**src/rtl/button_pkg.sv**
```systemverilog
// Shared definitions for the push-button conditioning slice.
//   btn_state_t    : per-button debounce/hold FSM states
//   CLK_HZ         : board clock frequency
//   DEBOUNCE_10MS  : default debounce length (10 ms of CLK_HZ)
//   LONG_1S        : default long-press length (1 s of CLK_HZ)
package button_pkg;

  typedef enum logic [2:0] {
    IDLE,
    DB_PRESS,
    HELD,
    LONG,
    DB_REL
  } btn_state_t;

  localparam int unsigned CLK_HZ        = 27000000;
  localparam int unsigned DEBOUNCE_10MS = CLK_HZ / 100;
  localparam int unsigned LONG_1S       = CLK_HZ;

endpackage

```
**src/rtl/btn_debounce_fsm.sv**
```systemverilog
// Single-button conditioner: 2-flop synchronizer, debounce FSM and hold timer.
//   clk, reset     : system clock, synchronous active-high reset
//   btn_n          : raw active-low button pin (asynchronous)
//   pressed        : debounced level, 1 = held
//   press_pulse    : one-cycle pulse when a press is accepted
//   release_pulse  : one-cycle pulse when a release is accepted
//   long_pulse     : one-cycle pulse when the hold reaches LONG_CYCLES
module btn_debounce_fsm
  import button_pkg::*;
#(
  parameter int unsigned DEBOUNCE_CYCLES = DEBOUNCE_10MS,
  parameter int unsigned LONG_CYCLES     = LONG_1S
) (
  input  logic clk,
  input  logic reset,
  input  logic btn_n,
  output logic pressed,
  output logic press_pulse,
  output logic release_pulse,
  output logic long_pulse
);

  localparam int unsigned DW = $clog2(DEBOUNCE_CYCLES + 1);
  localparam int unsigned HW = $clog2(LONG_CYCLES + 1);
  localparam logic [DW-1:0] D_LAST = DW'(DEBOUNCE_CYCLES - 1);
  localparam logic [HW-1:0] H_LAST = HW'(LONG_CYCLES - 1);

  logic s1, s2, p;
  btn_state_t state_q, state_d;
  logic [DW-1:0] dcnt_q, dcnt_d;
  logic [HW-1:0] hcnt_q, hcnt_d;
  logic long_q, long_d;
  logic pressed_d, press_d, rel_d, longp_d;

  assign p = ~s2;

  always_ff @(posedge clk) begin
    if (reset) begin
      s1            <= 1'b1;
      s2            <= 1'b1;
      state_q       <= IDLE;
      dcnt_q        <= '0;
      hcnt_q        <= '0;
      long_q        <= 1'b0;
      pressed       <= 1'b0;
      press_pulse   <= 1'b0;
      release_pulse <= 1'b0;
      long_pulse    <= 1'b0;
    end else begin
      s1            <= btn_n;
      s2            <= s1;
      state_q       <= state_d;
      dcnt_q        <= dcnt_d;
      hcnt_q        <= hcnt_d;
      long_q        <= long_d;
      pressed       <= pressed_d;
      press_pulse   <= press_d;
      release_pulse <= rel_d;
      long_pulse    <= longp_d;
    end
  end

  always_comb begin
    state_d   = state_q;
    dcnt_d    = dcnt_q;
    hcnt_d    = hcnt_q;
    long_d    = long_q;
    pressed_d = pressed;
    press_d   = 1'b0;
    rel_d     = 1'b0;
    longp_d   = 1'b0;
    unique case (state_q)
      IDLE: begin
        pressed_d = 1'b0;
        if (p) begin
          state_d = DB_PRESS;
          dcnt_d  = '0;
        end
      end
      DB_PRESS: begin
        if (!p) begin
          state_d = IDLE;
        end else if (dcnt_q == D_LAST) begin
          state_d   = HELD;
          hcnt_d    = '0;
          pressed_d = 1'b1;
          press_d   = 1'b1;
        end else begin
          dcnt_d = dcnt_q + DW'(1);
        end
      end
      HELD: begin
        if (!p) begin
          state_d = DB_REL;
          dcnt_d  = '0;
          long_d  = 1'b0;
        end else if (hcnt_q == H_LAST) begin
          state_d = LONG;
          longp_d = 1'b1;
        end else begin
          hcnt_d = hcnt_q + HW'(1);
        end
      end
      LONG: begin
        if (!p) begin
          state_d = DB_REL;
          dcnt_d  = '0;
          long_d  = 1'b1;
        end
      end
      DB_REL: begin
        pressed_d = 1'b1;
        if (p) begin
          // The returning cycle already counts as held, so a release glitch
          // delays long_pulse by exactly the number of cycles it lasted.
          if (long_q) begin
            state_d = LONG;
          end else if (hcnt_q == H_LAST) begin
            state_d = LONG;
            longp_d = 1'b1;
          end else begin
            state_d = HELD;
            hcnt_d  = hcnt_q + HW'(1);
          end
        end else if (dcnt_q == D_LAST) begin
          state_d   = IDLE;
          pressed_d = 1'b0;
          rel_d     = 1'b1;
        end else begin
          dcnt_d = dcnt_q + DW'(1);
        end
      end
      default: state_d = IDLE;
    endcase
  end

endmodule

```
**src/rtl/button_events.sv**
```systemverilog
// Board push-button front end: one independent conditioner per button.
//   clk, reset     : 27 MHz system clock, synchronous active-high reset
//   btn_n          : raw active-low button pins (asynchronous)
//   pressed        : debounced levels, 1 = held
//   press_pulse    : one-cycle press-accepted pulses
//   release_pulse  : one-cycle release-accepted pulses
//   long_pulse     : one-cycle long-press pulses
module button_events
  import button_pkg::*;
#(
  parameter int unsigned N_BTN           = 2,
  parameter int unsigned DEBOUNCE_CYCLES = DEBOUNCE_10MS,
  parameter int unsigned LONG_CYCLES     = LONG_1S
) (
  input  logic             clk,
  input  logic             reset,
  input  logic [N_BTN-1:0] btn_n,
  output logic [N_BTN-1:0] pressed,
  output logic [N_BTN-1:0] press_pulse,
  output logic [N_BTN-1:0] release_pulse,
  output logic [N_BTN-1:0] long_pulse
);

  for (genvar i = 0; i < N_BTN; i++) begin : g_btn
    btn_debounce_fsm #(
      .DEBOUNCE_CYCLES(DEBOUNCE_CYCLES),
      .LONG_CYCLES    (LONG_CYCLES)
    ) u_btn (
      .clk          (clk),
      .reset        (reset),
      .btn_n        (btn_n[i]),
      .pressed      (pressed[i]),
      .press_pulse  (press_pulse[i]),
      .release_pulse(release_pulse[i]),
      .long_pulse   (long_pulse[i])
    );
  end

endmodule

```
**config.mk**
```make
export PLATFORM = sky130hd
export DESIGN_NAME = button_events
export DESIGN_NICKNAME = d
export VERILOG_FILES = /design/src/rtl/button_pkg.sv /design/src/rtl/btn_debounce_fsm.sv /design/src/rtl/button_events.sv
export SDC_FILE = /design/constraint.sdc
export NUM_CORES = 1
export LEC_CHECK = 0
export ABC_AREA = 0
export CORE_MARGIN = 2
export CORE_UTILIZATION = 40
export DETAILED_ROUTE_END_ITERATION = 16
export GPL_ROUTABILITY_DRIVEN = 0
export PLACE_DENSITY = 0.66
export SETUP_SLACK_MARGIN = 0.05
export SLEW_MARGIN = 20
export SYNTH_ARGS = -nofsm -noshare
export SYNTH_HDL_FRONTEND = slang
export SYNTH_SLANG_ARGS = --single-unit
```
**constraint.sdc**
```tcl
create_clock -name clk -period 2.2 [get_ports clk]
set_clock_uncertainty 0.05 [all_clocks]
set_input_delay 0.44 -clock clk [delete_from_list [all_inputs] [get_ports clk]]
set_output_delay 0.44 -clock clk [all_outputs]
set_load 0.02 [all_outputs]
```
==> results of run 1 <==
==> area by class of cell <==
class,instances,area [um2]
fillers,1247,6670
inverters,20,75.1
clock buffers,9,225
multi-input cells,474,3120
clock inverters,7,50.0
well taps,176,220
flip-flops and latches,108,2160
repair buffers,81,663
==> Yosys cell counts (3+ instances only) <==
cell	count
nor3b_1	3
o2111ai_1	8
nor3_1	26
buf_4	9
nor4_2	4
and3_1	13
dfxtp_1	108
nor2_1	101
or4_1	5
nand4_1	33
xnor2_1	24
ha_1	4
nor4bb_1	4
inv_1	19
nor4_1	15
buf_6	3
o21ai_1	4
a21oi_1	19
a31oi_1	5
and3b_1	3
or4b_1	3
nand3_1	26
xor2_1	48
mux2i_1	3
or3_1	8
buf_2	11
o21ai_0	15
o211ai_1	5
and4_1	3
nand2b_1	4
nand2_1	45
clkbuf_1	12
or2_2	6
o21a_1	3
==> power by group <==
group | internal, W | switching (W)
clock | 0.000772 | 0.000758
sequential | 0.00196 | 0.00000737
combinational | 0.0000388 | 0.0000616
==> layer usage <==
layer	routed length, um	vias up
met1	5390	2207
li1	-	2368
met4	188	0
met2	5810	72
met5	0	-
met3	483	16
==> stage by stage <==
step                std cells  utilization  worst slack (ns)  power, W
finish                    875        0.494             0.102   0.00360
global placement          855        0.458            0.0581   0.00211
detailed placement        855        0.458            0.0339   0.00211
global route              875        0.494            0.0218   0.00372
floorplan                 638            -            0.0385   0.00207
CTS                       874        0.480            0.0466   0.00363
==> sequential cells by signal (all words and copies together) (netlist names) <==
name,cells
g_btn.u_btn.press_pulse,2
g_btn.u_btn.hcnt_q,50
g_btn.u_btn.long_q,2
g_btn.u_btn.dcnt_q,38
g_btn.u_btn.long_pulse,2
g_btn.u_btn.pressed,2
g_btn.u_btn.s2,2
g_btn.u_btn.state_q,6
g_btn.u_btn.s1,2
g_btn.u_btn.release_pulse,2
==> worst paths after layout <==
| kind | to | slack [ns] | depth (start not counted) |
|---|---|---|---|
| worst min-delay path | g_btn[1].u_btn.s2 | 0.36 | 1 |
| worst max-delay path | g_btn[1].u_btn.hcnt_q[17] | 0.10 | 7 |
| worst min register to register | g_btn[1].u_btn.s2 | 0.36 | 1 |
| worst max register to register | g_btn[1].u_btn.hcnt_q[17] | 0.10 | 7 |
==> worst max-delay path, stage by stage (launching register included) <==
cell and delay, ns:
dfxtp_1 0.43, nor2b_2 0.23, a32oi_1 0.15, a211oi_4 0.32, buf_4 0.25, nor2_2 0.06
or4_4 0.47, nand2_1 0.08
==> logic make-up after synthesis <==
| logic type | count (synthesis) | synth area share |
|---|---|---|
| mux | 3 | 0.00558 |
| buf+inv | 56 | 0.0523 |
| xor+xnor | 72 | 0.117 |
| fa+ha+maj | 4 | 0.00930 |
| compound gates | 77 | 0.101 |
| flops | 108 | 0.402 |
| simple gates | 318 | 0.313 |
==> what timing repair did <==
item | CTS | global route
setup buffers | 3 | 1
pin swaps | 0 | 7
resized for setup | 2 | 35
endpoints found under the setup margin | 4 | 55
==> metrics.log, run 1 <==
INFO  metric crit_path_end_kind = register
INFO  metric fmaxAchievable = 477 MHz
INFO  metric critical_path.startpoint = g_btn[1].u_btn.state_q[1]
INFO  metric detailroute.via_count = 4663
INFO  metric ys_async_sr_fraction = 0
INFO  metric synthDominantCellAreaShare = 0.402
INFO  metric leading_cell_type_in_the_layout_fill_and_taps_excluded = dfxtp_1
INFO  metric final_wl = 11900 um
INFO  metric powerDensity = 552 nW/um2
INFO  metric detailed_place_hpwl = 8390 um
INFO  metric p_leak = 2.30 nW
INFO  metric finalSetupViolCount = 0
INFO  metric synth_nets = 646
INFO  metric worst-slew-pin-transition = 0.571 ns
INFO  metric met1_track_usage_gr = 0.208
INFO  metric synth_warnings = 0
INFO  metric worstSetupPathType = register to register
INFO  metric insertedDiodeCount = 0
INFO  metric clk_pin_slew = 0.07 ns
INFO  metric hold_start = g_btn[1].u_btn.s1
INFO  metric netlist_instances = 638
INFO  metric worst_ep_arrival_time = 2.35 ns
INFO  metric cts_inserted_buffers = 9
INFO  metric avgRoutedWirePerCell = 13.6 um
INFO  metric fp-row-count = 42
INFO  metric crit_path_max_fanout = 13
INFO  metric detail_route.vias_per_cell = 5.33
INFO  metric fp.dieW = 120 um
INFO  metric synth.top_cells.by_area = dfxtp_1, xor2_1, nor2_1, xnor2_1, nand4_1
INFO  metric final-max-slew-violation-count = 0
INFO  metric netlist.top_cell.by_area = dfxtp_1
INFO  metric worstSkewPairLatency = 0.36 ns
INFO  metric tritoncts = done
INFO  metric nets = 702
INFO  metric part_of_the_cycle_the_worst_path_needs = 0.954
INFO  metric clockBufferDepth = 2
INFO  metric vdd_drop_max = 0.380 mV
INFO  metric grt.met3_usage = 0.0490
INFO  metric fp.dieArea = 14400 um2
INFO  metric grt_pass1_wl = 20700 um
INFO  metric slew_headroom = 0.619
INFO  metric hold_path_class = register to register
INFO  metric syn_avg_cell_area = 8.43 um2
INFO  metric placed_area = 6030 um2
INFO  metric timing.critical_path.from_type = register
INFO  metric placement.io_buffers = 11
INFO  metric pin_count_of_the_biggest_net_entering_global_routing = 25
INFO  metric rsz0062_at_grt = true
INFO  metric die_h = 120 um
INFO  metric core = 13200 um2
INFO  metric vias_in_the_first_global_route = 4664
INFO  metric initial_utilization = 0.408
INFO  metric first_pass_iteration_count_of_the_detailed_router = 4
INFO  metric startpoint_of_the_worst_register_to_register_path = g_btn[1].u_btn.state_q[1]
INFO  metric route.antenna.remaining_nets = 0
INFO  metric cts-hold-fix-buffers = 0
INFO  metric cts_htree_levels = 3
INFO  metric run_status = finished clean
INFO  metric number_of_flip_flops_and_latches_in_the_synthesized_netlist = 108
INFO  metric route.detailed.drc = 0
INFO  metric global_route.peak_usage_layer = met2
INFO  metric drv.max_cap_violation_count = 0
INFO  metric drt-initial-drc-count = 362
INFO  metric cts_sinks = 108
INFO  metric timing.setup.tns = 0 ns
INFO  metric post_synth_instance_area = 5380 um2
INFO  metric final_hold_vios = 0
INFO  metric final_area = 6520 um2
INFO  metric yosys_most_used_dff = dfxtp_1
INFO  metric layout-area-overhead-vs-synth = 21.2%
INFO  metric groute.usage.overall = 0.174
INFO  metric cts_root_buffer = clkbuf_16
INFO  metric most-common-layout-cells = dfxtp_1, nor2_1, buf_4, xor2_1, nand2_1
INFO  metric cp_data_required_time = 2.46 ns
INFO  metric min_period = 2.10 ns
INFO  metric synth.distinct_cells = 64
INFO  metric gr-total-overflow = 0
INFO  metric groute.layer.met2.usage = 0.299
INFO  metric grt_antenna_before_repair = 0
INFO  metric hold_ws = 0.363 ns
INFO  metric synth-seq-area-share = 0.402
INFO  metric synth_enable_flop_cells = 0
INFO  metric io_pins = 12
INFO  metric layout-drive-gt1-share = 0.196
Note: power is estimated with default switching activity, not from simulation.
==> inputs of run 2 (changes only) <==
--- a/config.mk
+++ b/config.mk
@@ -7,10 +7,10 @@
 export LEC_CHECK = 0
 export ABC_AREA = 0
 export CORE_MARGIN = 2
-export CORE_UTILIZATION = 40
+export CORE_UTILIZATION = 47
 export DETAILED_ROUTE_END_ITERATION = 16
 export GPL_ROUTABILITY_DRIVEN = 0
-export PLACE_DENSITY = 0.66
+export PLACE_DENSITY = 0.75
 export SETUP_SLACK_MARGIN = 0.05
 export SLEW_MARGIN = 20
 export SYNTH_ARGS = -nofsm -noshare
==> metrics.log, run 2 (synthesis results as in run 1) <==
INFO  metric worst_ep_arrival_time = 2.28 ns
INFO  metric cts_htree_levels = 3
INFO  metric pin_count_of_the_biggest_net_entering_global_routing = 23
INFO  metric groute.layer.met2.usage = 0.327
INFO  metric fp-row-count = 39
INFO  metric hold_start = g_btn[0].u_btn.s1
INFO  metric run_status = finished clean
INFO  metric cts_inserted_buffers = 9
INFO  metric powerDensity = 590 nW/um2
INFO  metric final_hold_vios = 0
INFO  metric vias_in_the_first_global_route = 4369
INFO  metric fin_ws = 0.102 ns
INFO  metric fp.dieArea = 12300 um2
INFO  metric cts-hold-fix-buffers = 0
INFO  metric insertedDiodeCount = 0
INFO  metric grt_pass1_wl = 19400 um
INFO  metric drt-initial-drc-count = 400
INFO  metric finalSetupViolCount = 0
INFO  metric drv.max_cap_violation_count = 0
INFO  metric groute.usage.overall = 0.185
INFO  metric met1_track_usage_gr = 0.227
INFO  metric worst-slew-pin-transition = 0.396 ns
INFO  metric final-max-slew-violation-count = 0
INFO  metric multi_input_area = 3030 um2
INFO  metric p_leak = 2.25 nW
INFO  metric leading_cell_type_in_the_layout_fill_and_taps_excluded = dfxtp_1
INFO  metric placement.io_buffers = 11
INFO  metric first_pass_iteration_count_of_the_detailed_router = 5
INFO  metric grt.met3_usage = 0.0492
INFO  metric io_pins = 12
INFO  metric top_regs = g_btn.u_btn.hcnt_q: 50 flops, g_btn.u_btn.dcnt_q: 38 flops, g_btn.u_btn.state_q: 6 flops
INFO  metric route.antenna.remaining_nets = 0
INFO  metric cp_data_required_time = 2.39 ns
INFO  metric clk_pin_slew = 0.07 ns
INFO  metric initial_utilization = 0.477
INFO  metric tritoncts = done
INFO  metric global_route.peak_usage_layer = met2
INFO  metric placed_area = 5940 um2
INFO  metric route.detailed.drc = 0
INFO  metric gr-total-overflow = 0
INFO  metric die_h = 111 um
INFO  metric hold_ws = 0.393 ns
INFO  metric report.power.total = 0.00376 W
INFO  metric detailroute.via_count = 4657
INFO  metric layout-drive-gt1-share = 0.168
INFO  metric worstSkewPairLatency = 0.34 ns
INFO  metric clockBufferDepth = 2
INFO  metric num-fill-cells = 998
INFO  metric startpoint_of_the_worst_register_to_register_path = g_btn[1].u_btn.hcnt_q[8]
INFO  metric final_wl = 11600 um
INFO  metric detail_route.vias_per_cell = 5.60
INFO  metric layout.area.seq = 2170 um2
INFO  metric cts_root_buffer = clkbuf_16
INFO  metric crit_path_max_fanout = 4
INFO  metric min_period = 2.10 ns
INFO  metric part_of_the_cycle_the_worst_path_needs = 0.954
INFO  metric hold_path_class = register to register
INFO  metric nets = 692
INFO  metric largest_register = g_btn.u_btn.hcnt_q
INFO  metric cts_sinks = 108
INFO  metric final_area = 6370 um2
INFO  metric crit_path_end_kind = register
INFO  metric vdd_drop_max = 0.622 mV
INFO  metric largest_reg_flops = 50
INFO  metric core = 11300 um2
INFO  metric grt_antenna_before_repair = 0
INFO  metric fp.dieW = 111 um
INFO  metric detailed_place_hpwl = 8060 um
INFO  metric fmaxAchievable = 477 MHz
INFO  metric critical_path.startpoint = g_btn[1].u_btn.hcnt_q[8]
INFO  metric avgRoutedWirePerCell = 13.9 um
INFO  metric timing.critical_path.from_type = register
INFO  metric worstSetupPathType = register to register
INFO  metric rsz0062_at_grt = true
INFO  metric slew_headroom = 0.735
INFO  metric most-common-layout-cells = dfxtp_1, nor2_1, buf_4, xor2_1, nand2_1
INFO  metric detailedPlace.worstSlack = 0.0522 ns
INFO  metric layout-area-overhead-vs-synth = 18.4%
run 2: changes by cell type in the layout (fill, tap and decap cells not counted), sizes merged:
| cell | before | now |
|---|---|---|
| buf | 70 | 60 |
| bufinv | 0 | 1 |
| clkbuf | 9 | 13 |
| clkinv | 3 | 2 |
| clkinvlp | 3 | 1 |
| inv | 21 | 19 |
run 2: final cells by class:
| cell class | instances | area share |
|---|---|---|
| clock inverter | 3 | 0.00668 |
| timing repair buffer | 71 | 0.0931 |
| inverter | 20 | 0.0118 |
| tap | 143 | 0.0281 |
| sequential | 108 | 0.340 |
| clock buffer | 13 | 0.0440 |
| multi-input combinational | 474 | 0.476 |
run 2: per-layer routing:
layer / vias up / routed length (um)
li1: 2337 / -
met4: 0 / 91
met1: 2254 / 5430
met5: - / 0
met2: 58 / 5730
met3: 8 / 327
run 2: final timing paths:
path / cells past startpoint / slack (ns) / to
max: 7 / 0.10 / g_btn[1].u_btn.hcnt_q[24]
min reg2reg: 1 / 0.39 / g_btn[0].u_btn.s2
min: 1 / 0.39 / g_btn[0].u_btn.s2
max reg2reg: 7 / 0.10 / g_btn[1].u_btn.hcnt_q[24]
run 2: power by group:
part           internal (W)  switching, W
clock               0.00101      0.000692
sequential          0.00196    0.00000737
combinational     0.0000359     0.0000605
run 2: repair_timing:
action                                  in CTS  in global routing
pin swaps                                    0                  3
endpoints found under the setup margin       1                 52
resized for setup                            0                 21
hold endpoints to repair                     0                  0
setup buffers                                0                  3
run 2: metrics by stage:
| stage | cells | util | TNS [ns] |
|---|---|---|---|
| after floorplan | 638 | - | 0 |
| after global placement | 813 | 0.527 | 0 |
| after detailed placement | 813 | 0.527 | 0 |
| after CTS | 829 | 0.555 | 0 |
| after global routing | 832 | 0.565 | -0.00136 |
| final | 832 | 0.565 | 0 |
run 2: critical path, stage by stage, from the launching register on:
cell and delay [ns]:
dfxtp_1 0.34, or4b_4 0.55, nor3_4 0.26, a211oi_4 0.13, buf_4 0.18, o2111ai_1 0.22, xor2_1 0.20, nor2_1 0.06
==> inputs of run 3 (changes only) <==
==> constraint.sdc (replaced) <==
create_clock -name clk -period 1.8 [get_ports clk]
set_clock_uncertainty 0.05 [all_clocks]
set_input_delay 0.36 -clock clk [delete_from_list [all_inputs] [get_ports clk]]
set_output_delay 0.36 -clock clk [all_outputs]
set_load 0.02 [all_outputs]
==> metrics.log, run 3 (synthesis results as in run 1) <==
INFO  metric failed_checks = setup timing
INFO  metric detailed_place_hpwl = 10000 um
INFO  metric cp_data_required_time = 1.99 ns
INFO  metric cpLargestDelayFamily = compound AO/OA/AOI/OAI gates
INFO  metric crit_buf_inv = 2
INFO  metric fp-row-count = 39
INFO  metric layout-drive-gt1-share = 0.474
INFO  metric grt_pass1_wl = 27600 um
INFO  metric fin_ws = -0.393 ns
INFO  metric drt-initial-drc-count = 671
INFO  metric largest_register = g_btn.u_btn.hcnt_q
INFO  metric pin_count_of_the_biggest_net_entering_global_routing = 20
INFO  metric crit_path_cell_trace = nor2_4 > a32oi_2 > a211oi_4 > buf_12 > o21ai_4 > buf_6 > o31a_1 > o21a_1
INFO  metric powerDensity = 524 nW/um2
INFO  metric vdd_drop_max = 0.965 mV
INFO  metric clk_pin_slew = 0.08 ns
INFO  metric crit_path_end_kind = register
INFO  metric worstSetupPathType = register to register
INFO  metric fmaxAchievable = 456 MHz
INFO  metric timing.critical_path.from_type = register
INFO  metric fp.dieArea = 12300 um2
INFO  metric most-common-layout-cells = buf_4, nor2_1, dfxtp_1, xor2_1, buf_6
INFO  metric initial_utilization = 0.477
INFO  metric final-max-slew-violation-count = 0
INFO  metric largest_reg_flops = 50
INFO  metric final_wl = 20100 um
INFO  metric vias_in_the_first_global_route = 5902
INFO  metric route.antenna.remaining_nets = 0
INFO  metric num-fill-cells = 633
INFO  metric part_of_the_cycle_the_worst_path_needs = 1.22
INFO  metric cts_root_buffer = clkbuf_16
INFO  metric utilization = 0.771
INFO  metric gr-total-overflow = 0
INFO  metric first_pass_iteration_count_of_the_detailed_router = 7
INFO  metric report.power.total = 0.00455 W
INFO  metric placement.io_buffers = 11
INFO  metric core = 11300 um2
INFO  metric detailroute.via_count = 5932
INFO  metric detailedPlace.worstSlack = -0.316 ns
INFO  metric worst_ep_arrival_time = 2.39 ns
INFO  metric tritoncts = done
INFO  metric cts_inserted_buffers = 9
INFO  metric run_status = finished with violations
INFO  metric worst-slew-pin-transition = 0.537 ns
INFO  metric cts_htree_levels = 3
INFO  metric nets = 841
INFO  metric crit_path_max_fanout = 8
INFO  metric top_regs = g_btn.u_btn.hcnt_q: 50 flops, g_btn.u_btn.dcnt_q: 38 flops, g_btn.u_btn.state_q: 6 flops
INFO  metric avgRoutedWirePerCell = 20.5 um
INFO  metric finalSetupViolCount = 89
INFO  metric clockBufferDepth = 2
INFO  metric detail_route.vias_per_cell = 6.05
INFO  metric drv.max_cap_violation_count = 0
INFO  metric rsz0062_at_grt = true
INFO  metric p_leak = 3.43 nW
INFO  metric grt_antenna_before_repair = 0
INFO  metric fp.dieW = 111 um
INFO  metric cts_sinks = 108
INFO  metric min_period = 2.19 ns
INFO  metric longest_individual_stage_delay_on_the_worst_path = 0.44 ns
INFO  metric cts-hold-fix-buffers = 0
INFO  metric insertedDiodeCount = 0
INFO  metric crit_path_top_delay_cell = a211oi_4
INFO  metric final_hold_vios = 0
INFO  metric leading_cell_type_in_the_layout_fill_and_taps_excluded = buf_4
INFO  metric worstSkewPairLatency = 0.37 ns
INFO  metric layout-area-overhead-vs-synth = 61.4%
INFO  metric hold_path_class = register to register
INFO  metric route.detailed.drc = 0
INFO  metric die_h = 111 um
INFO  metric groute.usage.overall = 0.274
INFO  metric io_pins = 12
INFO  metric slew_headroom = 0.641
==> run 3: worst paths after layout <==
kind | startpoint | cells past startpoint | slack (ns) | endpoint
setup / recovery | g_btn[1].u_btn.state_q[0] | 8 | -0.39 | g_btn[1].u_btn.hcnt_q[18]
setup reg to reg | g_btn[1].u_btn.state_q[0] | 8 | -0.39 | g_btn[1].u_btn.hcnt_q[18]
hold / removal | g_btn[0].u_btn.s1 | 1 | 0.37 | g_btn[0].u_btn.s2
hold reg to reg | g_btn[0].u_btn.s1 | 1 | 0.37 | g_btn[0].u_btn.s2
==> run 3: per-layer routing <==
metal / part of all wire / global-route usage / up-vias
met1: 0.35 / 0.291 / 2884
met2: 0.55 / 0.515 / 302
met3: 0.054 / 0.0634 / 101
li1: - / - / 2645
met5: 0 / 0 / -
met4: 0.052 / 0.119 / 0
==> run 3: final cells by class <==
type / instances / area, um2 / area share
well taps: 143 / 179 / 0.0206
clock buffers: 9 / 225 / 0.0259
repair buffers: 219 / 1950 / 0.225
clock inverters: 7 / 60.1 / 0.00691
multi-input cells: 475 / 4000 / 0.460
flip-flops and latches: 108 / 2200 / 0.253
inverters: 20 / 75.1 / 0.00864
==> run 3: report_power, final <==
part | internal, W | switching [W]
registers | 0.00239 | 0.0000105
logic | 0.0000929 | 0.000117
clock network | 0.000959 | 0.000979
total | 0.00344 | 0.00111
==> run 3: through the flow <==
| stage | hold WS [ns] | area [um2] | cells | setup TNS (ns) |
|---|---|---|---|---|
| after floorplan | 0.339 | 5710 | 638 | -6.15 |
| after global placement | 0.346 | 7040 | 925 | -7.11 |
| after detailed placement | 0.345 | 7040 | 925 | -10.21 |
| after CTS | 0.356 | 8070 | 963 | -9.18 |
| after global routing | 0.381 | 8690 | 981 | -25.35 |
| final | 0.373 | 8690 | 981 | -17.82 |
==> run 3: timing repair <==
item,in CTS,in global routing
gates resized for setup,129,97
setup endpoints to repair,92,96
setup buffers,18,22
pin swaps,89,103
cloned,4,1
